[src/rtl/imm_pkg.sv]
// Shared constants for the RV32I immediate generator: format codes, base-ISA
// opcodes and the opcode-to-format classifier used by both pipeline variants.
package imm_pkg;

  localparam logic [2:0] FMT_R   = 3'd0;
  localparam logic [2:0] FMT_I   = 3'd1;
  localparam logic [2:0] FMT_S   = 3'd2;
  localparam logic [2:0] FMT_B   = 3'd3;
  localparam logic [2:0] FMT_U   = 3'd4;
  localparam logic [2:0] FMT_J   = 3'd5;
  localparam logic [2:0] FMT_SH  = 3'd6;
  localparam logic [2:0] FMT_ILL = 3'd7;

  localparam logic [6:0] OPC_LOAD     = 7'b0000011;
  localparam logic [6:0] OPC_MISC_MEM = 7'b0001111;
  localparam logic [6:0] OPC_OP_IMM   = 7'b0010011;
  localparam logic [6:0] OPC_AUIPC    = 7'b0010111;
  localparam logic [6:0] OPC_STORE    = 7'b0100011;
  localparam logic [6:0] OPC_OP       = 7'b0110011;
  localparam logic [6:0] OPC_LUI      = 7'b0110111;
  localparam logic [6:0] OPC_BRANCH   = 7'b1100011;
  localparam logic [6:0] OPC_JALR     = 7'b1100111;
  localparam logic [6:0] OPC_JAL      = 7'b1101111;
  localparam logic [6:0] OPC_SYSTEM   = 7'b1110011;

  // Shift-immediate ops (slli/srli/srai) carry a shamt, not a signed immediate.
  function automatic logic [2:0] decode_fmt(input logic [6:0] opcode,
                                            input logic [2:0] funct3);
    logic [2:0] fmt;
    fmt = FMT_ILL;
    case (opcode)
      OPC_LOAD, OPC_MISC_MEM, OPC_JALR, OPC_SYSTEM: fmt = FMT_I;
      OPC_OP_IMM: fmt = (funct3 == 3'b001 || funct3 == 3'b101) ? FMT_SH : FMT_I;
      OPC_STORE:             fmt = FMT_S;
      OPC_BRANCH:            fmt = FMT_B;
      OPC_LUI, OPC_AUIPC:    fmt = FMT_U;
      OPC_JAL:               fmt = FMT_J;
      OPC_OP:                fmt = FMT_R;
      default:               fmt = FMT_ILL;
    endcase
    return fmt;
  endfunction

endpackage

[src/rtl/imm_decode.sv]
// Combinational RV32I immediate decoder: classifies the opcode and assembles
// the immediate, sign-extended (or zero-extended for shamt) to XLEN.
module imm_decode
  import imm_pkg::*;
#(
  parameter int XLEN = 32
) (
  input  logic [31:0]     inst,
  output logic [2:0]      fmt,
  output logic [XLEN-1:0] imm,
  output logic            illegal
);

  logic signed [31:0] imm32;

  assign fmt     = decode_fmt(inst[6:0], inst[14:12]);
  assign illegal = (fmt == FMT_ILL);

  // Build a 32-bit signed immediate, then widen; the signed cast does the
  // XLEN=64 sign fill without a zero-width replication at XLEN=32.
  always_comb begin
    imm32 = '0;
    case (fmt)
      FMT_I:  imm32 = {{20{inst[31]}}, inst[31:20]};
      FMT_SH: begin
        if (XLEN == 64) imm32 = {26'b0, inst[25:20]};
        else            imm32 = {27'b0, inst[24:20]};
      end
      FMT_S:  imm32 = {{20{inst[31]}}, inst[31:25], inst[11:7]};
      FMT_B:  imm32 = {{19{inst[31]}}, inst[31], inst[7], inst[30:25], inst[11:8], 1'b0};
      FMT_U:  imm32 = {inst[31:12], 12'b0};
      FMT_J:  imm32 = {{11{inst[31]}}, inst[31], inst[19:12], inst[20], inst[30:21], 1'b0};
      default: imm32 = '0;
    endcase
  end

  assign imm = XLEN'(imm32);

endmodule

[src/rtl/imm_gen_pipe.sv]
// Pipelined immediate generator with valid/ready on both sides, synchronous
// flush and a 1- or 2-stage pipeline. The output stage is shared; the
// generate block supplies the entry presented to it.
module imm_gen_pipe
  import imm_pkg::*;
#(
  parameter int XLEN   = 32,
  parameter int STAGES = 1,
  parameter int TAG_W  = 32
) (
  input  logic             clk,
  input  logic             rst_n,
  input  logic             flush,
  input  logic             in_valid,
  output logic             in_ready,
  input  logic [31:0]      in_inst,
  input  logic [TAG_W-1:0] in_tag,
  output logic             out_valid,
  input  logic             out_ready,
  output logic [XLEN-1:0]  out_imm,
  output logic [2:0]       out_fmt,
  output logic             out_illegal,
  output logic [TAG_W-1:0] out_tag
);

  logic             out_valid_q, out_valid_d;
  logic [XLEN-1:0]  out_imm_q,   out_imm_d;
  logic [2:0]       out_fmt_q,   out_fmt_d;
  logic             out_ill_q,   out_ill_d;
  logic [TAG_W-1:0] out_tag_q,   out_tag_d;

  logic             ready_out;
  logic             pipe_valid;
  logic [XLEN-1:0]  pipe_imm;
  logic [2:0]       pipe_fmt;
  logic             pipe_ill;
  logic [TAG_W-1:0] pipe_tag;

  assign ready_out = !out_valid_q || out_ready;

  generate
    if (STAGES == 1) begin : g_one
      logic [2:0]      dec_fmt;
      logic [XLEN-1:0] dec_imm;
      logic            dec_ill;

      imm_decode #(.XLEN(XLEN)) u_dec (
        .inst    (in_inst),
        .fmt     (dec_fmt),
        .imm     (dec_imm),
        .illegal (dec_ill)
      );

      // in_ready already excludes flush, so no entry is loaded in a flush cycle.
      assign in_ready   = ready_out && !flush;
      assign pipe_valid = in_valid && in_ready;
      assign pipe_imm   = dec_imm;
      assign pipe_fmt   = dec_fmt;
      assign pipe_ill   = dec_ill;
      assign pipe_tag   = in_tag;
    end else begin : g_two
      logic             s1_valid_q, s1_valid_d;
      logic [31:0]      s1_inst_q,  s1_inst_d;
      logic [TAG_W-1:0] s1_tag_q,   s1_tag_d;
      logic [2:0]       s1_fmt_q,   s1_fmt_d;
      logic             ready_s1;
      logic             in_load;
      logic [2:0]       dec_fmt;
      logic [XLEN-1:0]  dec_imm;
      logic             dec_ill;
      logic             unused_dec_bits;

      assign ready_s1 = !s1_valid_q || ready_out;
      assign in_ready = ready_s1 && !flush;
      assign in_load  = in_valid && in_ready;

      // Stage 1 next state: refill on accept, empty when handed to stage 2.
      always_comb begin
        s1_valid_d = s1_valid_q;
        s1_inst_d  = s1_inst_q;
        s1_tag_d   = s1_tag_q;
        s1_fmt_d   = s1_fmt_q;
        if (in_load) begin
          s1_valid_d = 1'b1;
          s1_inst_d  = in_inst;
          s1_tag_d   = in_tag;
          s1_fmt_d   = decode_fmt(in_inst[6:0], in_inst[14:12]);
        end else if (ready_out) begin
          s1_valid_d = 1'b0;
        end
        if (flush) s1_valid_d = 1'b0;
      end

      // Stage 1 register.
      always_ff @(posedge clk or negedge rst_n) begin
        if (!rst_n) begin
          s1_valid_q <= 1'b0;
          s1_inst_q  <= '0;
          s1_tag_q   <= '0;
          s1_fmt_q   <= FMT_R;
        end else begin
          s1_valid_q <= s1_valid_d;
          s1_inst_q  <= s1_inst_d;
          s1_tag_q   <= s1_tag_d;
          s1_fmt_q   <= s1_fmt_d;
        end
      end

      imm_decode #(.XLEN(XLEN)) u_dec (
        .inst    (s1_inst_q),
        .fmt     (dec_fmt),
        .imm     (dec_imm),
        .illegal (dec_ill)
      );

      // Format was already classified in stage 1; only the immediate is new here.
      assign unused_dec_bits = ^{dec_fmt, dec_ill};

      assign pipe_valid = s1_valid_q && !flush;
      assign pipe_imm   = dec_imm;
      assign pipe_fmt   = s1_fmt_q;
      assign pipe_ill   = (s1_fmt_q == FMT_ILL);
      assign pipe_tag   = s1_tag_q;
    end
  endgenerate

  // Output stage next state: load on transfer, drain on out_ready, hold otherwise.
  always_comb begin
    out_valid_d = out_valid_q;
    out_imm_d   = out_imm_q;
    out_fmt_d   = out_fmt_q;
    out_ill_d   = out_ill_q;
    out_tag_d   = out_tag_q;
    if (pipe_valid && ready_out) begin
      out_valid_d = 1'b1;
      out_imm_d   = pipe_imm;
      out_fmt_d   = pipe_fmt;
      out_ill_d   = pipe_ill;
      out_tag_d   = pipe_tag;
    end else if (out_ready) begin
      out_valid_d = 1'b0;
    end
    if (flush) out_valid_d = 1'b0;
  end

  // Output register.
  always_ff @(posedge clk or negedge rst_n) begin
    if (!rst_n) begin
      out_valid_q <= 1'b0;
      out_imm_q   <= '0;
      out_fmt_q   <= FMT_R;
      out_ill_q   <= 1'b0;
      out_tag_q   <= '0;
    end else begin
      out_valid_q <= out_valid_d;
      out_imm_q   <= out_imm_d;
      out_fmt_q   <= out_fmt_d;
      out_ill_q   <= out_ill_d;
      out_tag_q   <= out_tag_d;
    end
  end

  assign out_valid   = out_valid_q;
  assign out_imm     = out_imm_q;
  assign out_fmt     = out_fmt_q;
  assign out_illegal = out_ill_q;
  assign out_tag     = out_tag_q;

endmodule
[config.mk]
export PLATFORM = sky130hd
export DESIGN_NAME = imm_gen_pipe
export DESIGN_NICKNAME = d
export VERILOG_FILES = /design/src/rtl/imm_pkg.sv /design/src/rtl/imm_decode.sv /design/src/rtl/imm_gen_pipe.sv
export SDC_FILE = /design/constraint.sdc
export NUM_CORES = 1
export LEC_CHECK = 0
export CAP_MARGIN = 5
export CORE_MARGIN = 2
export CORE_UTILIZATION = 40
export CTS_BUF_LIST = sky130_fd_sc_hd__clkbuf_4 sky130_fd_sc_hd__clkbuf_8
export DETAILED_ROUTE_END_ITERATION = 16
export GPL_ROUTABILITY_DRIVEN = 0
export MAX_ROUTING_LAYER = met4
export PLACE_DENSITY = 0.75
export SYNTH_ARGS = -nofsm -noshare
export SYNTH_HDL_FRONTEND = slang
export SYNTH_SLANG_ARGS = --single-unit
[constraint.sdc]
create_clock -name clk -period 1.75 [get_ports clk]
set_input_delay 0.175 -clock clk [delete_from_list [all_inputs] [get_ports clk]]
set_output_delay 0.175 -clock clk [all_outputs]
set_load 0.1 [all_outputs]
==> flow_summary_export.csv <==
group,metric,value,unit
clocking,clock-sinks,69,
placed_design,dp_cells,605,
global_route,grt_max_degree,29,
clocking,path_clk_slew,80,ps
global_route,grt-ovfl-total,0,
placed_design,place_ws,-675,ps
setup_path,rrSetupSlack,130,ps
logic_synthesis,synth_cell_types,49,
finish,area_growth_syn_to_layout,61.7,%
clocking,ctsLongestPathBuffers,2,
finish,final_cell_mix,"nand2_1 (136), buf_4 (109), dfrtp_1 (68)",
timing,rsz0062_at_grt,"no",
worst_hold_path,hold-path-endpoint,"out_fmt[0]",
global_route,grt_util_all_layers,22.5,%
global_route,first_global_vias,3150,
setup_path,crit_slowest_cell,"or3b_4",
setup_path,rr_endpoint,"out_imm[26]",
clocking,clock_latency,330,ps
floorplanning,rows,32,
logic_synthesis,ys.flop_type,"dfrtp_1",
setup_path,r2r_cells,7,
timing,tightest_slew,584,ps
setup_path,crit_type,"input port to register",
global_route,grt_pass1_wl,14900,um
routing,antenna_left,0,
finish,stdcell_count,630,
logic_synthesis,synth_area_leaders,"dfrtp_1 (54%), nand2_1 (16%), a21oi_1 (3.5%)",
timing,finalHoldViolCount,0,
setup_path,slowest_delay,410,ps
clocking,clock-root-buffer,"clkbuf_8",
floorplanning,die_width,93.1,um
global_route,antenna_found_initial,0,
logic_synthesis,async_reset_ff_share,100,%
logic_synthesis,synth_top_area_share,54.3,%
clocking,tritoncts,"built",
finish,fill_cells,634,
logic_synthesis,syn-num-nets,415,
routing,num_vias,3111,
setup_path,crit_chain,"clkdlybuf4s15_1 > or3b_4 > nor4b_4 > buf_4 > or2_4 > o41ai_4 > buf_4 > buf_8 > o21ai_2",
floorplanning,dieArea,8670,um^2
setup_path,r2r-start,"out_valid",
floorplanning,die_h,93.1,um
routing,drc,0,
routing,wire_per_inst,14.3,um
power,p_total,4830,uW
timing,maxSlewViolCount,0,
setup_path,critPathMaxFanout,6,
timing,fmax,0.592,GHz
power,p_leak,0.00249,uW
finish,layout_commonest_cell,"nand2_1",
finish,layout-drive-gt1-share,34.3,%
timing,final.setup_skew,6.52,ps
timing,fin_ws,60.7,ps
timing,setup_violations,0,
power,ir_worst_vdd,0.000616,V
logic_synthesis,seq_area_frac_synth,54.3,%
setup_path,cp-end-kind,"register",
setup_path,arrival,1950,ps
finish,diodes,0,
logic_synthesis,postSynthCellCount,346,
routing,drt_iter0_drc,154,
routing,vias_per_cell,4.94,
run,cap_viol_max_count,0,
worst_hold_path,hp-class,"input port to register",
setup_path,cp_common_cell,"buf_4",
power,power.density,939,nW/um^2
logic_synthesis,netlist_area,3180,um^2
floorplanning,ioPinCount,139,
floorplanning,core,7730,um^2
setup_path,worst-endpoint-required,2010,ps
placed_design,port_buffers,138,
clocking,numCtsBuffers,9,
setup_path,start_kind,"input port",
placed_design,hpwlAfterDp,6730,um
logic_synthesis,synth_seq_cells,69,
logic_synthesis,yosysWarnings,0,
logic_synthesis,synth_largest_area_cell,"dfrtp_1",
finish,nets,592,
timing,relSlewSlack,61.1,%
routing,wl,9030,um
logic_synthesis,avgSynthCellArea,9.19,um^2
timing,min_period,1690,ps
clocking,cts-htree-levels,3,
routing,drtPass1Iterations,4,
status,status,"complete, no violations",
logic_synthesis,synth_edf_count,0,
finish,fin_util,66.5,%
worst_hold_path,whs_path_depth,4,
worst_hold_path,worstHoldStart,"in_inst[4]",
floorplanning,start_util,41.1,%
timing,timing.final.crit_share,96.5,%
[critical path: cells and delay by family]
family                 cells  cell delay (ps)
AOI/OAI and AO/OA          2              190
buffers and inverters      4              700
and+or+nand+nor            3              880
[worst max-delay path by stage]
stage	cells past startpoint	slack [ps]	to	start
3_3_place_gp	8	-620	out_imm[11]	in_inst[4]
5_1_grt	8	7	out_imm[18]	in_inst[5]
3_5_place_dp	6	-670	out_imm[9]	in_inst[3]
6_report	9	60	out_imm[26]	in_inst[5]
4_1_cts	8	30	out_imm[18]	in_inst[5]
2_1_floorplan	6	-420	out_fmt[1]	out_valid
[flip-flops by register name, indices dropped and copies added, names as in the netlist]
name,flops
out_fmt,3
out_tag,32
out_imm,32
out_illegal,1
out_valid,1
[cells in the mapped netlist, drive strengths merged (2+ instances only)]
master	n
nand2	138
dfrtp	69
o21ai	31
a21oi	26
clkbuf	13
buf	9
nor2	8
a22o	4
a22oi	4
inv	4
nand3	4
nand3b	3
nand4b	3
a211oi	2
o31a	2
or3b	2
[final cells by class]
cell class / count / area [um^2] / area share [%]
clock buffers: 10 / 138 / 2.68
clock inverters: 6 / 62.6 / 1.22
inverters: 4 / 15.0 / 0.292
multi-input cells: 251 / 1410 / 27.4
flip-flops and latches: 69 / 1730 / 33.7
well taps: 102 / 128 / 2.48
repair buffers: 188 / 1660 / 32.3
[power by group]
| group | switching (uW) | internal (uW) |
|---|---|---|
| sequential | 72.4 | 1720 |
| clock | 594 | 694 |
| combinational | 1290 | 446 |
| total | 1960 | 2860 |
[through the flow]
step	TNS [ps]	hold slack (ps)	cell area, um^2
after floorplan	-22310	-121	3240
after CTS	0	349	5120
after global placement	-19710	212	4820
final	0	305	5140
after detailed placement	-21890	209	4820
after global routing	0	331	5140
[per-layer routing]
metal,vias to the layer above,global-route usage [%],wire length (um)
li1,1515,-,-
met1,1467,29.0,3940
met2,117,34.5,4190
met3,12,6.04,743
met4,0,7.97,153
met5,-,-,0
[repair_timing]
item | 4_1_cts | 5_1_grt
hold buffers | 1 | 0
hold endpoints to repair | 22 | 0
pin swaps | 7 | 4
setup endpoints to repair | 34 | 20
resized for setup | 22 | 13
setup buffers | 6 | 1
cloned | 1 | 0
[cells by family (layout without fill, tap and decap cells)]
logic type,Yosys count,after routing,synth area share [%]
XOR/XNOR,1,1,0.276
flip-flops,69,69,54.3
AO/OA/AOI/OAI,80,80,18.1
buffers and inverters,26,208,4.09
AND/OR/NAND/NOR,170,170,23.2
(Power assumes the default switching activity.)
